==> src/rtl/node_rx_frame_buffer_if.sv <==
// Interface bundling the node receive front-end bus.
//   master : local core/network side (drives ids, packets, pop, err_clr)
//   slave  : node_rx_frame_buffer (drives FIFO head, level, status and errors)
interface node_rx_frame_buffer_if #(
  parameter int unsigned NODE_W = 16,
  parameter int unsigned DATA_W = 16,
  parameter int unsigned DEPTH  = 8
);
  localparam int unsigned PKT_W = NODE_W + DATA_W;
  localparam int unsigned LVL_W = $clog2(DEPTH + 1);

  logic [NODE_W-1:0] node_id;
  logic [NODE_W-1:0] max_node;
  logic [PKT_W-1:0]  control_rx_packet;
  logic [PKT_W-1:0]  data_rx_packet;
  logic              rd_en;
  logic              err_clr;
  logic [DATA_W-1:0] rd_data;
  logic [NODE_W-1:0] rd_src;
  logic              rd_valid;
  logic [LVL_W-1:0]  level;
  logic              busy;
  logic              frame_done;
  logic              err_overflow;
  logic              err_timeout;

  modport master (
    output node_id, max_node, control_rx_packet, data_rx_packet, rd_en, err_clr,
    input  rd_data, rd_src, rd_valid, level, busy, frame_done, err_overflow, err_timeout
  );

  modport slave (
    input  node_id, max_node, control_rx_packet, data_rx_packet, rd_en, err_clr,
    output rd_data, rd_src, rd_valid, level, busy, frame_done, err_overflow, err_timeout
  );
endinterface

==> src/rtl/node_rx_frame_buffer.sv <==
// Receive front-end: accepts a control packet announcing {src,count}, captures
// count data words from that source into a first-word-fall-through FIFO and
// presents them to the core through a valid/ready pop.
//   clk, rst : clock and asynchronous active-low reset
//   bus      : slave modport (packets, ids, pop, err_clr in; head word,
//              level, busy, frame_done, sticky error flags out)
module node_rx_frame_buffer #(
  parameter int unsigned NODE_W  = 16,
  parameter int unsigned DATA_W  = 16,
  parameter int unsigned DEPTH   = 8,
  parameter int unsigned TIMEOUT = 64
) (
  input logic                  clk,
  input logic                  rst,
  node_rx_frame_buffer_if.slave bus
);
  localparam int unsigned PKT_W = NODE_W + DATA_W;
  localparam int unsigned PTR_W = $clog2(DEPTH);
  localparam int unsigned LVL_W = $clog2(DEPTH + 1);
  localparam int unsigned TMO_W = $clog2(TIMEOUT + 1);

  typedef enum logic {S_IDLE, S_RECV} state_e;

  state_e             state_q, state_d;
  logic [NODE_W-1:0]  src_q, src_d;
  logic [DATA_W-1:0]  cnt_q, cnt_d;
  logic [DATA_W-1:0]  wcnt_q, wcnt_d;
  logic [TMO_W-1:0]   tmo_q, tmo_d;
  logic [PTR_W-1:0]   rd_ptr_q, rd_ptr_d;
  logic [PTR_W-1:0]   wr_ptr_q, wr_ptr_d;
  logic [LVL_W-1:0]   level_q, level_d;
  logic [PKT_W-1:0]   head_q, head_d;
  logic               rd_valid_q, rd_valid_d;
  logic               busy_q, busy_d;
  logic               frame_done_q, frame_done_d;
  logic               err_ovf_q, err_ovf_d;
  logic               err_tmo_q, err_tmo_d;
  logic [PKT_W-1:0]   mem_q [DEPTH];

  logic               acc, push, pop, full, ovf_set, tmo_set, ctrl_ok;
  logic [NODE_W-1:0]  ctrl_src, data_src;
  logic [DATA_W-1:0]  ctrl_cnt;

  assign ctrl_src = bus.control_rx_packet[PKT_W-1:DATA_W];
  assign ctrl_cnt = bus.control_rx_packet[DATA_W-1:0];
  assign data_src = bus.data_rx_packet[PKT_W-1:DATA_W];

  // Legal announcement: nonzero count from a valid remote node.
  assign ctrl_ok = (ctrl_cnt != '0) && (ctrl_src != '0) &&
                   (ctrl_src <= bus.max_node) && (ctrl_src != bus.node_id);

  // Next-state, frame tracking and FIFO bookkeeping.
  always_comb begin
    state_d      = state_q;
    src_d        = src_q;
    cnt_d        = cnt_q;
    wcnt_d       = wcnt_q;
    tmo_d        = tmo_q;
    frame_done_d = 1'b0;
    tmo_set      = 1'b0;
    acc          = 1'b0;

    case (state_q)
      S_IDLE: begin
        tmo_d  = '0;
        wcnt_d = '0;
        if (ctrl_ok) begin
          src_d   = ctrl_src;
          cnt_d   = ctrl_cnt;
          state_d = S_RECV;
        end
      end
      S_RECV: begin
        if ((bus.data_rx_packet != '0) && (data_src == src_q)) begin
          acc   = 1'b1;
          tmo_d = '0;
          if (wcnt_q == cnt_q - DATA_W'(1)) begin
            frame_done_d = 1'b1;
            wcnt_d       = '0;
            state_d      = S_IDLE;
          end else begin
            wcnt_d = wcnt_q + DATA_W'(1);
          end
        end else if (tmo_q == TMO_W'(TIMEOUT - 1)) begin
          // This edge completes the TIMEOUT-th idle cycle.
          tmo_set = 1'b1;
          state_d = S_IDLE;
        end else begin
          tmo_d = tmo_q + TMO_W'(1);
        end
      end
      default: state_d = S_IDLE;
    endcase

    full    = (level_q == LVL_W'(DEPTH));
    pop     = bus.rd_en && (level_q != '0);
    // A pop on the same edge frees the slot, so push is legal even when full.
    push    = acc && (!full || pop);
    ovf_set = acc && full && !pop;

    rd_ptr_d = pop  ? rd_ptr_q + PTR_W'(1) : rd_ptr_q;
    wr_ptr_d = push ? wr_ptr_q + PTR_W'(1) : wr_ptr_q;

    case ({push, pop})
      2'b10:   level_d = level_q + LVL_W'(1);
      2'b01:   level_d = level_q - LVL_W'(1);
      default: level_d = level_q;
    endcase

    // Registered head: bypass the incoming word when it lands at the new head.
    if (level_d == '0) begin
      head_d = '0;
    end else if (push && (rd_ptr_d == wr_ptr_q)) begin
      head_d = bus.data_rx_packet;
    end else begin
      head_d = mem_q[rd_ptr_d];
    end

    rd_valid_d = (level_d != '0);
    busy_d     = (state_d == S_RECV);
    // A coinciding error event wins over err_clr.
    err_ovf_d  = (err_ovf_q && !bus.err_clr) || ovf_set;
    err_tmo_d  = (err_tmo_q && !bus.err_clr) || tmo_set;
  end

  // State and output registers.
  always_ff @(posedge clk or negedge rst) begin
    if (!rst) begin
      state_q      <= S_IDLE;
      src_q        <= '0;
      cnt_q        <= '0;
      wcnt_q       <= '0;
      tmo_q        <= '0;
      rd_ptr_q     <= '0;
      wr_ptr_q     <= '0;
      level_q      <= '0;
      head_q       <= '0;
      rd_valid_q   <= 1'b0;
      busy_q       <= 1'b0;
      frame_done_q <= 1'b0;
      err_ovf_q    <= 1'b0;
      err_tmo_q    <= 1'b0;
    end else begin
      state_q      <= state_d;
      src_q        <= src_d;
      cnt_q        <= cnt_d;
      wcnt_q       <= wcnt_d;
      tmo_q        <= tmo_d;
      rd_ptr_q     <= rd_ptr_d;
      wr_ptr_q     <= wr_ptr_d;
      level_q      <= level_d;
      head_q       <= head_d;
      rd_valid_q   <= rd_valid_d;
      busy_q       <= busy_d;
      frame_done_q <= frame_done_d;
      err_ovf_q    <= err_ovf_d;
      err_tmo_q    <= err_tmo_d;
    end
  end

  // FIFO storage; contents are only observed through head_q, so no reset.
  always_ff @(posedge clk) begin
    if (push) begin
      mem_q[wr_ptr_q] <= bus.data_rx_packet;
    end
  end

  assign bus.rd_data      = head_q[DATA_W-1:0];
  assign bus.rd_src       = head_q[PKT_W-1:DATA_W];
  assign bus.rd_valid     = rd_valid_q;
  assign bus.level        = level_q;
  assign bus.busy         = busy_q;
  assign bus.frame_done   = frame_done_q;
  assign bus.err_overflow = err_ovf_q;
  assign bus.err_timeout  = err_tmo_q;
endmodule

==> src/flat_wrapper.sv <==
// flat-port wrapper written by rule: the top's interface ports become plain ports
module node_rx_frame_buffer_flat 
#(
  parameter int unsigned NODE_W  = 16,
  parameter int unsigned DATA_W  = 16,
  parameter int unsigned DEPTH   = 8,
  parameter int unsigned TIMEOUT = 64
)
  (clk, rst, bus_node_id, bus_max_node, bus_control_rx_packet, bus_data_rx_packet, bus_rd_en, bus_err_clr, bus_rd_data, bus_rd_src, bus_rd_valid, bus_level, bus_busy, bus_frame_done, bus_err_overflow, bus_err_timeout);
  node_rx_frame_buffer_if #(.NODE_W(NODE_W), .DATA_W(DATA_W), .DEPTH(DEPTH)) bus_i ();
  input logic clk;
  input logic rst;
  input wire logic [$bits(bus_i.node_id)-1:0] bus_node_id;
  input wire logic [$bits(bus_i.max_node)-1:0] bus_max_node;
  input wire logic [$bits(bus_i.control_rx_packet)-1:0] bus_control_rx_packet;
  input wire logic [$bits(bus_i.data_rx_packet)-1:0] bus_data_rx_packet;
  input wire logic [$bits(bus_i.rd_en)-1:0] bus_rd_en;
  input wire logic [$bits(bus_i.err_clr)-1:0] bus_err_clr;
  output wire logic [$bits(bus_i.rd_data)-1:0] bus_rd_data;
  output wire logic [$bits(bus_i.rd_src)-1:0] bus_rd_src;
  output wire logic [$bits(bus_i.rd_valid)-1:0] bus_rd_valid;
  output wire logic [$bits(bus_i.level)-1:0] bus_level;
  output wire logic [$bits(bus_i.busy)-1:0] bus_busy;
  output wire logic [$bits(bus_i.frame_done)-1:0] bus_frame_done;
  output wire logic [$bits(bus_i.err_overflow)-1:0] bus_err_overflow;
  output wire logic [$bits(bus_i.err_timeout)-1:0] bus_err_timeout;
  assign bus_i.node_id = bus_node_id;
  assign bus_i.max_node = bus_max_node;
  assign bus_i.control_rx_packet = bus_control_rx_packet;
  assign bus_i.data_rx_packet = bus_data_rx_packet;
  assign bus_i.rd_en = bus_rd_en;
  assign bus_i.err_clr = bus_err_clr;
  assign bus_rd_data = bus_i.rd_data;
  assign bus_rd_src = bus_i.rd_src;
  assign bus_rd_valid = bus_i.rd_valid;
  assign bus_level = bus_i.level;
  assign bus_busy = bus_i.busy;
  assign bus_frame_done = bus_i.frame_done;
  assign bus_err_overflow = bus_i.err_overflow;
  assign bus_err_timeout = bus_i.err_timeout;
  node_rx_frame_buffer #(.NODE_W(NODE_W), .DATA_W(DATA_W), .DEPTH(DEPTH), .TIMEOUT(TIMEOUT)) u_core (.clk(clk), .rst(rst), .bus(bus_i));
endmodule
==> config.mk <==
export PLATFORM = sky130hd
export DESIGN_NAME = node_rx_frame_buffer_flat
export DESIGN_NICKNAME = d
export VERILOG_FILES = /design/src/rtl/node_rx_frame_buffer_if.sv /design/src/rtl/node_rx_frame_buffer.sv /design/src/flat_wrapper.sv
export SDC_FILE = /design/constraint.sdc
export NUM_CORES = 1
export LEC_CHECK = 0
export CELL_PAD_IN_SITES_DETAIL_PLACEMENT = 1
export CELL_PAD_IN_SITES_GLOBAL_PLACEMENT = 1
export CORE_ASPECT_RATIO = 0.9
export CORE_MARGIN = 4
export CORE_UTILIZATION = 52
export CTS_CLUSTER_DIAMETER = 150
export CTS_CLUSTER_SIZE = 40
export DETAILED_ROUTE_END_ITERATION = 8
export GPL_ROUTABILITY_DRIVEN = 0
export PLACE_DENSITY_LB_ADDON = 0.25
export SLEW_MARGIN = 40
export SYNTH_ARGS = -nofsm -noshare
export SYNTH_HDL_FRONTEND = slang
export SYNTH_SLANG_ARGS = --single-unit
==> constraint.sdc <==
create_clock -name clk -period 14.1 [get_ports clk]
set_clock_uncertainty 0.15 [all_clocks]
set_input_delay 1.41 -clock clk [delete_from_list [all_inputs] [get_ports clk]]
set_output_delay 1.41 -clock clk [all_outputs]
set_load 0.03 [all_outputs]
Word-level counts from Yosys, hierarchy flattened
Memory sizes are Yosys's and may differ from the RTL's.
Index checks and enable logic that the tools add are counted.
Cells by class
  magnitude comparators: 1
  mux-type cells: 25
  reduce and logical (&&, ||, !) cells: 24
  add/subtract/negate cells: 7
  bitwise logic cells: 1
  equal/unequal tests: 10
Operators by type and width (number)
  $mux W32: 2
  $eq A16 B16 Y1: 2
  $mux W16: 2
  $pmux W16 S2: 1
  $reduce_bool A16 Y1: 2
  $reduce_bool A32 Y1: 1
  $add A16 B1 Y16 const B: 1
  $le A16 B16 Y1: 1
  $ne A16 B16 Y1: 1
  $sub A16 B1 Y16 const B: 1
  $mux W1: 14
  $mux W7: 2
  $pmux W7 S2: 1
  $logic_and A1 B1 Y1: 11
  $pmux W4 S2: 1
  $reduce_bool A4 Y1: 2
  $add A7 B1 Y7 const B: 1
  $eq A7 B6 Y1 const B: 1
  $add A3 B1 Y3 const B: 2
  $add A4 B1 Y4 const B: 1
  $eq A4 B4 Y1 const B: 1
  $logic_not A4 Y1: 1
  $sub A4 B1 Y4 const B: 1
  $eq A3 B3 Y1: 1
  other kinds (10): 14
Word-level totals
  memories kept: 1
  RAM bits: 256
  input port bits: 100
  flip-flop bits (word level): 102
Memories
  u_core.mem_q: depth 8, bits a word 32, read ports 1, clocked after memory_dff 0, wr ports 1, line node_rx_frame_buffer.sv:38  | logic [PKT_W-1:0] mem_q [DEPTH];

Logic depth before layout (Yosys ltp)
Gate-level depths: netlist (run 1).
  depth in word-level cells: 9
  mapped depth: 11

Worst setup path after synthesis (run 1)
OpenSTA, ideal clock, no wires.
  path type: input to register
  start: in bus_data_rx_packet[26]
  end: mem u_core.mem_q[2][0] (netlist name), enable pin
  slack: 7.574 ns
  required time: 13.437 ns
  library setup time: 0.513 ns
  data arrival time: 5.862 ns
  stages on the path: 6
  cell sequence: xor2_1 -> nor4_1 -> nand4_1 -> nor2_1 -> nand2_1 -> nor4b_1
On the way
  cells in the longest elaborated chain, start to end: 7
RTL lines
  start: declaration: line flat_wrapper.sv:16  | input wire logic [$bits(bus_i.data_rx_packet)-1:0] bus_data_rx_packet;
  $reduce_bool A32 Y1 or $eq A16 B16 Y1 (tied branches): line node_rx_frame_buffer.sv:74  | if ((bus.data_rx_packet != '0) && (data_src == src_q)) begin
  $logic_and A1 B1 Y1 *: line node_rx_frame_buffer.sv:74
  $mux W1 *: line node_rx_frame_buffer.sv:74
  $mux W1 *: line node_rx_frame_buffer.sv:63  | case (state_q)
  $logic_and A1 B1 Y1 *: line node_rx_frame_buffer.sv:98  | push = acc && (!full || pop);
  $mux W1 *: line node_rx_frame_buffer.sv:163  | if (push) begin
  $mux W1 (not written as such) *: line node_rx_frame_buffer.sv:164  | mem_q[wr_ptr_q] <= bus.data_rx_packet;
  end: declaration: line node_rx_frame_buffer.sv:38
Every way passes the cells marked *; elsewhere a longest branch is shown, timed or not.

Final worst setup path (run 1)
  start: in bus_data_rx_packet[18]
  end: mem u_core.mem_q[3][27] (netlist name), enable pin
The elaborated chain is that of the path after synthesis.

==> impl_metrics.ini, run 1 <==
[status]
status = complete, no violations

[worst_setup_path]
cp-start-kind = primary input
timing_worst_setup_path_type = primary input to flop
cp-end-kind = flop
worst_ep_required_time_ns = 14.12
path_max_fanout = 25
cp.arrival_ns = 5.21

[clock_network]
insertion_delay_ns = 0.52
clk_pin_slew_ns = 0.15
cts_hold_buf = 0
cts_buffer_depth = 3
clock-root-buffer = clkbuf_16
cts_tree = yes
numClockSinks = 358
ctsHtreeMaxLevel = 1
postCtsSetupBuffers = 0
cts_resized = 0
cts_buffers = 12

[timing]
slew_headroom = 0.424
timing.fmax_mhz = 193
setup_viol = 0
tns_ns = 0
final_hold_viol_count = 0
drv_slew = 0
rsz0062_at_grt = no
fin_crit_sh = 0.368
post-route-min-period_ns = 5.19
worst_pin_slew_ns = 0.864

[synth]
syn_nets = 1248
synth-seq-area-share = 0.652
ys_async_sr_fraction = 0.285
synth_ff_type = edfxtp_1
avgSynthCellArea_um2 = 14.0
netlist_instances = 1126
ys_types = 69
yosys_warnings = 0
synthesis.area_um2 = 15700
synth-seq-cells = 358
synth_edf_count = 256

[finish]
finalNonFillerCells = 1637
mostFrequentLayoutCells = edfxtp_1, clkdlybuf4s50_1, dfrtp_1
final_common_cell = edfxtp_1
layout.nets = 1350
drive_gt1_frac = 0.0851
area_growth_pct = 14.2
diodes = 0
final_util = 0.600

[die]
dieHeight_um = 173
fp.dieW_um = 191
initial_core_util = 0.526
fp-row-count = 60
die_area_um2 = 33100
ioPinCount = 141
core_um2 = 29900

[detailed_routing]
routed-via-count = 10630
vias_per_cell = 6.49
totalWireLength_um = 43800
wire_per_inst_um = 26.7
drt_iter0_drc = 1026
drc = 0
dr.pass1.iters = 5
ant_nets = 0

[flow_run]
maxCapViolCount = 0

[hold_path]
hold_path_class = flop to flop

[place]
portBuffers = 140
dp.cells = 1617
hpwl_um = 27600

[power]
p_per_area_nw_per_um2 = 196
vdd_drop_max_mv = 0.141
leakage_nw = 6.36

[global_route]
antenna_found_initial = 1
grt_pass1_vias = 11284
grt_pass1_wl_um = 67700
grt_usage = 0.261
overflow = 0
grt_max_degree = 74
==> registers in the layout (all words and copies together) (netlist names), 3 cells and up <==
signal            cells
u_core.mem_q        256
u_core.head_q        32
u_core.cnt_q         16
u_core.src_q         16
u_core.wcnt_q        16
u_core.tmo_q          7
u_core.bus.level      4
u_core.rd_ptr_q       3
u_core.wr_ptr_q       3
==> cell families (layout without fill, tap and decap cells) <==
kind of cell | after synthesis | after routing | synth area share
simple gates | 245 | 245 | 0.0819
mux | 71 | 71 | 0.0480
compound gates | 257 | 257 | 0.135
flops | 358 | 358 | 0.652
xor+xnor | 64 | 64 | 0.0362
fa+ha+maj | 22 | 22 | 0.0175
buf+inv | 109 | 217 | 0.0298
==> routing by layer <==
layer / global-route usage / vias to the layer above / routed length, um
li1: - / 4663 / -
met1: 0.362 / 5458 / 17800
met2: 0.443 / 462 / 21800
met3: 0.0480 / 45 / 3540
met4: 0.0416 / 2 / 621
met5: 0 / - / 11
==> worst max-delay path, cell delays in order <==
cell	delay, ns
clkdlybuf4s50_1	0.75
xor2_1	0.31
nor4_1	0.33
nand4_1	0.42
nor2_1	0.37
nand3_1	0.34
nor3b_2	0.70
buf_4	0.55
==> Yosys cell counts, types with 7 or more instances <==
library cell | number | area share
a21oi_1 | 36 | 0.011
a221o_1 | 32 | 0.020
a221oi_1 | 94 | 0.052
and2_1 | 12 | 0.0048
buf_2 | 23 | 0.0073
clkbuf_1 | 45 | 0.011
dfrtp_1 | 102 | 0.16
edfxtp_1 | 256 | 0.49
ha_1 | 22 | 0.018
inv_1 | 32 | 0.0076
mux2_2 | 35 | 0.025
mux2i_1 | 36 | 0.023
nand2_1 | 80 | 0.019
nand3_1 | 22 | 0.0070
nand4_1 | 15 | 0.0060
nor2_1 | 30 | 0.0072
nor3_1 | 14 | 0.0045
nor4_1 | 27 | 0.011
o21ai_0 | 7 | 0.0022
o221ai_1 | 13 | 0.0072
o32ai_1 | 32 | 0.018
xnor2_1 | 36 | 0.020
xor2_1 | 27 | 0.015
==> worst paths after layout <==
path	start	to	slack, ns	cells past startpoint
max	bus_data_rx_packet[18]	u_core.mem_q[3][27]	8.91	8
min	u_core.tmo_q[6]	u_core.tmo_q[6]	0.37	1
max reg2reg	u_core.bus.level[2]	u_core.head_q[25]	9.84	10
min reg2reg	u_core.tmo_q[6]	u_core.tmo_q[6]	0.37	1
max in group asynchronous	rst	u_core.src_q[4]	12.01	2
min in group asynchronous	rst	u_core.head_q[19]	0.70	1
==> cell type report <==
type	count	area, um^2
Clock buffer	19	348
Clock inverter	1	3.75
Fill cell	2884	11900
Inverter	33	124
Multi-Input combinational cell	659	5130
Sequential cell	358	10200
Tap cell	403	504
Timing Repair Buffer	164	1580
==> metrics by stage <==
step / cell area (um^2) / setup WS [ns] / power, mW / hold WS [ns]
2_1_floorplan: 15700 / 7.57 / 2.47 / 0.318
3_3_place_gp: 17600 / 8.67 / 2.98 / 0.336
3_5_place_dp: 17600 / 8.39 / 3.05 / 0.336
4_1_cts: 17900 / 8.96 / 3.52 / 0.377
5_1_grt: 17900 / 8.76 / 3.72 / 0.410
6_report: 17900 / 8.91 / 3.52 / 0.370
==> power by group <==
part | switching, mW | internal [mW]
clock network | 0.299 | 0.175
logic | 1.06 | 0.619
registers | 0.117 | 1.25
Power figures use the tool's default switching activity.
==> run 2: changes to the inputs <==
Settings changed: CORE_UTILIZATION 52 to 48.
Clock period 14.1 ns to 4.89 ns, I/O delays scaled along.
==> impl_metrics.ini, run 2 (synthesis results as in run 1) <==
[die]
ioPinCount = 141
initial_core_util = 0.489
fp-row-count = 62
dieHeight_um = 180
die_area_um2 = 35700
fp.dieW_um = 199
core_um2 = 32100

[worst_setup_path]
r2r_start = u_core.bus.level[2]
crit_start = bus_data_rx_packet[17]
path_buf_inv = 2
timing_worst_setup_path_type = primary input to flop
regToRegSetupSlack_ns = 1.09
cpLargestDelayFamily = simple AND/OR/NAND/NOR gates
cpMaxStageDelayCell = clkdlybuf4s50_1
cp-end-kind = flop
cp_cell_sequence = clkdlybuf4s50_1 > xor2_1 > nor4_1 > nand4_1 > nor3_4 > nand4_2 > buf_12 > mux2i_1 > a21oi_1
r2r_end = u_core.head_q[1]
critical_path.endpoint = u_core.head_q[1]
cp-start-kind = primary input
crit_cells = 9
cp_slowest_stage_delay_ns = 0.70
cp.arrival_ns = 4.14
worst_ep_required_time_ns = 5.17
path_max_fanout = 15
reg2reg_depth = 8

[timing]
post-route-min-period_ns = 3.86
fin_crit_sh = 0.790
slew_headroom = 0.460
timing.fmax_mhz = 259
drv_slew = 0
final_hold_viol_count = 0
worst_pin_slew_ns = 0.810
whs_ns = 0.375
tns_ns = 0
rsz0062_at_grt = no
setup_viol = 0

[clock_network]
cts_buffers = 12
cts_resized = 0
numClockSinks = 358
cts_buffer_depth = 3
clk_pin_slew_ns = 0.15
ctsHtreeMaxLevel = 1
clock-root-buffer = clkbuf_16
cts_tree = yes
insertion_delay_ns = 0.52

[global_route]
grt_pass1_vias = 11325
grt_pass1_wl_um = 67100
grt_max_degree = 66
antenna_found_initial = 1
grt_usage = 0.239
overflow = 0

[finish]
diodes = 0
largest-register = u_core.mem_q
top_regs = u_core.mem_q (256), u_core.head_q (32)
largest_reg_flops = 256
final_util = 0.564
final_common_cell = edfxtp_1
area_growth_pct = 15.3
regArea_um2 = 10200
layout.nets = 1360
drive_gt1_frac = 0.0916
mostFrequentLayoutCells = edfxtp_1, clkdlybuf4s50_1, dfrtp_1
multi_input_area_um2 = 5130
n_fill_cell = 3103

[power]
p_per_area_nw_per_um2 = 565
vdd_drop_max_mv = 0.454
leakage_nw = 6.45
finalPower_mw = 10.2

[detailed_routing]
drc = 0
dr.pass1.iters = 5
wire_per_inst_um = 25.9
vias_per_cell = 6.33
routed-via-count = 10512
drt_iter0_drc = 821
ant_nets = 0
totalWireLength_um = 43000

[hold_path]
hold_path_class = flop to flop

[status]
status = complete, no violations

[place]
hpwl_um = 27600
portBuffers = 140

[flow_run]
maxCapViolCount = 0
==> run 2: changes by cell type in the layout (fill, tap and decap cells not counted), moves of 2 or more <==
cell,change
buf_12,+7
nor3_4,-2
buf_4,+2
nor3_2,+2
==> run 2: through the flow <==
step                      worst slack (ns)  instances  cell area [um^2]
after detailed placement             0.577       1639             17700
after global routing                 0.828       1660             18100
after CTS                             1.08       1660             18100
after floorplan                     -0.413       1126             15700
final                                 1.03       1660             18100
after global placement               0.808       1639             17700
==> run 2: how the worst min path moves through the flow <==
stage	endpoint	slack (ns)	from	cells after the start
6_report	u_core.tmo_q[6]	0.37	u_core.tmo_q[6]	1
5_1_grt	u_core.tmo_q[6]	0.42	u_core.tmo_q[6]	1
4_1_cts	u_core.tmo_q[6]	0.38	u_core.tmo_q[6]	1
3_5_place_dp	u_core.tmo_q[6]	0.34	u_core.tmo_q[6]	1
3_3_place_gp	u_core.tmo_q[6]	0.34	u_core.tmo_q[6]	1
2_1_floorplan	u_core.bus.err_overflow	0.04	rst	0
==> run 2: where the power goes <==
| part | switching (mW) | total [mW] | internal, mW | leakage (nW) |
|---|---|---|---|---|
| Combinational | 3.03 | 4.93 | 1.90 | 2.71 |
| Clock | 0.861 | 1.36 | 0.504 | 0.169 |
| Sequential | 0.352 | 3.95 | 3.60 | 3.57 |
==> run 2: what timing repair did <==
action / CTS / global route
hold buffers: 1 / 0
hold endpoints to repair: 64 / 0
setup buffers: 0 / 0
==> run 2: cell type report <==
class,instances,share of cell area
flip-flops and latches,358,0.565
multi-input cells,659,0.283
repair buffers,174,0.0965
well taps,416,0.0287
clock buffers,19,0.0192
inverters,33,0.00698
clock inverters,1,0.000207
==> run 2: routing by layer <==
layer / part of all wire / track usage / vias up / wire, um
met5: 0.00019 / 0 / - / 8
met4: 0.015 / 0.0438 / 2 / 653
met3: 0.056 / 0.0318 / 51 / 2400
met2: 0.49 / 0.402 / 329 / 21200
met1: 0.44 / 0.338 / 5439 / 18700
li1: - / - / 4691 / -
==> run 3: changes to the inputs <==
Settings changed: CORE_UTILIZATION 48 to 43.
Clock period 4.89 ns to 3.5 ns, I/O delays scaled along.
==> impl_metrics.ini, run 3 (synthesis results as in run 1) <==
[status]
status = complete, no violations

[timing]
drv_slew = 0
timing.fmax_mhz = 300
post-route-min-period_ns = 3.33
worst_pin_slew_ns = 0.788
rsz0062_at_grt = no
setup_viol = 0
tns_ns = 0
whs_ns = 0.251
slew_headroom = 0.463
fin_crit_sh = 0.952
final_hold_viol_count = 0

[power]
finalPower_mw = 14.7
p_seq_frac = 0.374
vdd_drop_max_mv = 0.430
leakage_nw = 6.81
intPower_mw = 8.72
p_clk_frac = 0.133
switching_power_mw = 5.96
p_per_area_nw_per_um2 = 776
p_sw_frac = 0.406
pwr-share-comb = 0.494

[detailed_routing]
wire_per_inst_um = 24.4
top_layer = met5
drt_iter0_drc = 783
met3_length_um = 2720
drc = 0
wl_met2_um = 21800
routed-via-count = 10758
totalWireLength_um = 43600
vias_per_cell = 6.03
drt-met1-wl_um = 18200
ant_nets = 0
dr.pass1.iters = 5

[worst_setup_path]
cp_cell_sequence = clkdlybuf4s50_1 > nor4_1 > and4_1 > a21oi_1 > a21oi_1 > xor2_1 > ha_1 > nor2_1 > o21ai_0 > a22oi_2 > buf_12 > a21oi_1
path_max_fanout = 33
cpMaxStageDelayCell = nor4_1
cp_slowest_stage_delay_ns = 0.61
cp.arrival_ns = 3.58
cp-end-kind = flop
timing_worst_setup_path_type = primary input to flop
worst_ep_required_time_ns = 3.75
crit_top_cell = a21oi_1
cp-start-kind = primary input

[finish]
drive_gt1_frac = 0.137
layout.nets = 1425
mostFrequentLayoutCells = edfxtp_1, clkdlybuf4s50_1, dfrtp_1
diodes = 0
final_area_um2 = 18900
largest-register = u_core.mem_q
final_common_cell = edfxtp_1
largest_reg_flops = 256
area_growth_pct = 20.3
top_regs = u_core.mem_q (256), u_core.head_q (32)

[global_route]
grt_max_degree = 103
overflow = 0
grt_pass1_vias = 11471
grt_usage = 0.218
grt_pass1_wl_um = 68000
antenna_found_initial = 2

[die]
initial_core_util = 0.435
ioPinCount = 141
fp.dieW_um = 209
dieHeight_um = 189
die_area_um2 = 39700
fp-row-count = 66
core_um2 = 36100

[clock_network]
cts_buffer_depth = 3
insertion_delay_ns = 0.53
clock-root-buffer = clkbuf_16
numClockSinks = 358
ctsHtreeMaxLevel = 1
cts_resized = 0
postCtsSetupBuffers = 0
clk_pin_slew_ns = 0.15
cts_tree = yes
cts_buffers = 12

[place]
portBuffers = 140
post_dp_cell_area_um2 = 18500
hpwl_um = 29200

[hold_path]
hold_path_class = primary input to asynchronous set/reset pin

[flow_run]
maxCapViolCount = 0
run 3: final cells by class:
class | count | area [um^2]
clock buffer | 20 | 362
fill | 3560 | 17200
inverter | 33 | 124
multi-input combinational | 659 | 5170
sequential | 358 | 10200
tap | 476 | 596
timing repair buffer | 239 | 2420
run 3: power groups by stage:
stage	clock network, mW	logic (mW)	registers [mW]
after floorplan	0	4.16	5.80
after detailed placement	0	7.22	5.59
final	1.95	7.25	5.49
after CTS	2.00	7.28	5.50
after global routing	2.15	7.91	5.56
after global placement	0	7.02	5.58
run 3: worst max-delay path: cells and delay by family:
kind                     cells  cell delay, ns
AND/OR/NAND/NOR              3            1.15
adder cells (fa/ha/maj)      1            0.26
buffers and inverters        2            0.73
AO/OA/AOI/OAI                5            0.87
XOR/XNOR                     1            0.19
run 3: path summary, 6_finish.rpt:
check                                            start                      end  slack (ns)  depth (start not counted)
worst max-delay path            bus_data_rx_packet[13]         u_core.head_q[3]        0.17                         12
min in group clk                           bus_err_clr  u_core.bus.err_overflow        0.28                          2
max in group asynchronous                          rst        u_core.head_q[22]        2.45                          3
worst max register to register         u_core.src_q[5]         u_core.head_q[3]        0.23                         10
worst min-delay path                               rst          u_core.cnt_q[4]        0.25                          3
worst min register to register         u_core.tmo_q[6]          u_core.tmo_q[6]        0.37                          1
run 3: per-layer routing:
metal / up-vias / global-route usage
met2: 350 / 0.375
met5: - / 0
met1: 5527 / 0.294
li1: 4817 / -
met4: 2 / 0.0452
met3: 62 / 0.0371
run 3: stage by stage:
stage	std cells	util	setup WS (ns)
CTS	1785	0.524	0.147
global route	1785	0.524	0.0549
detailed placement	1764	0.514	-0.374
floorplan	1126	-	-0.416
global placement	1764	0.514	-0.183
finish	1785	0.524	0.169
run 3: timing repair:
action | 4_1_cts | 5_1_grt
hold buffers | 1 | 0
endpoints found under the setup margin | 0 | 0
endpoints found under the hold margin | 102 | 0
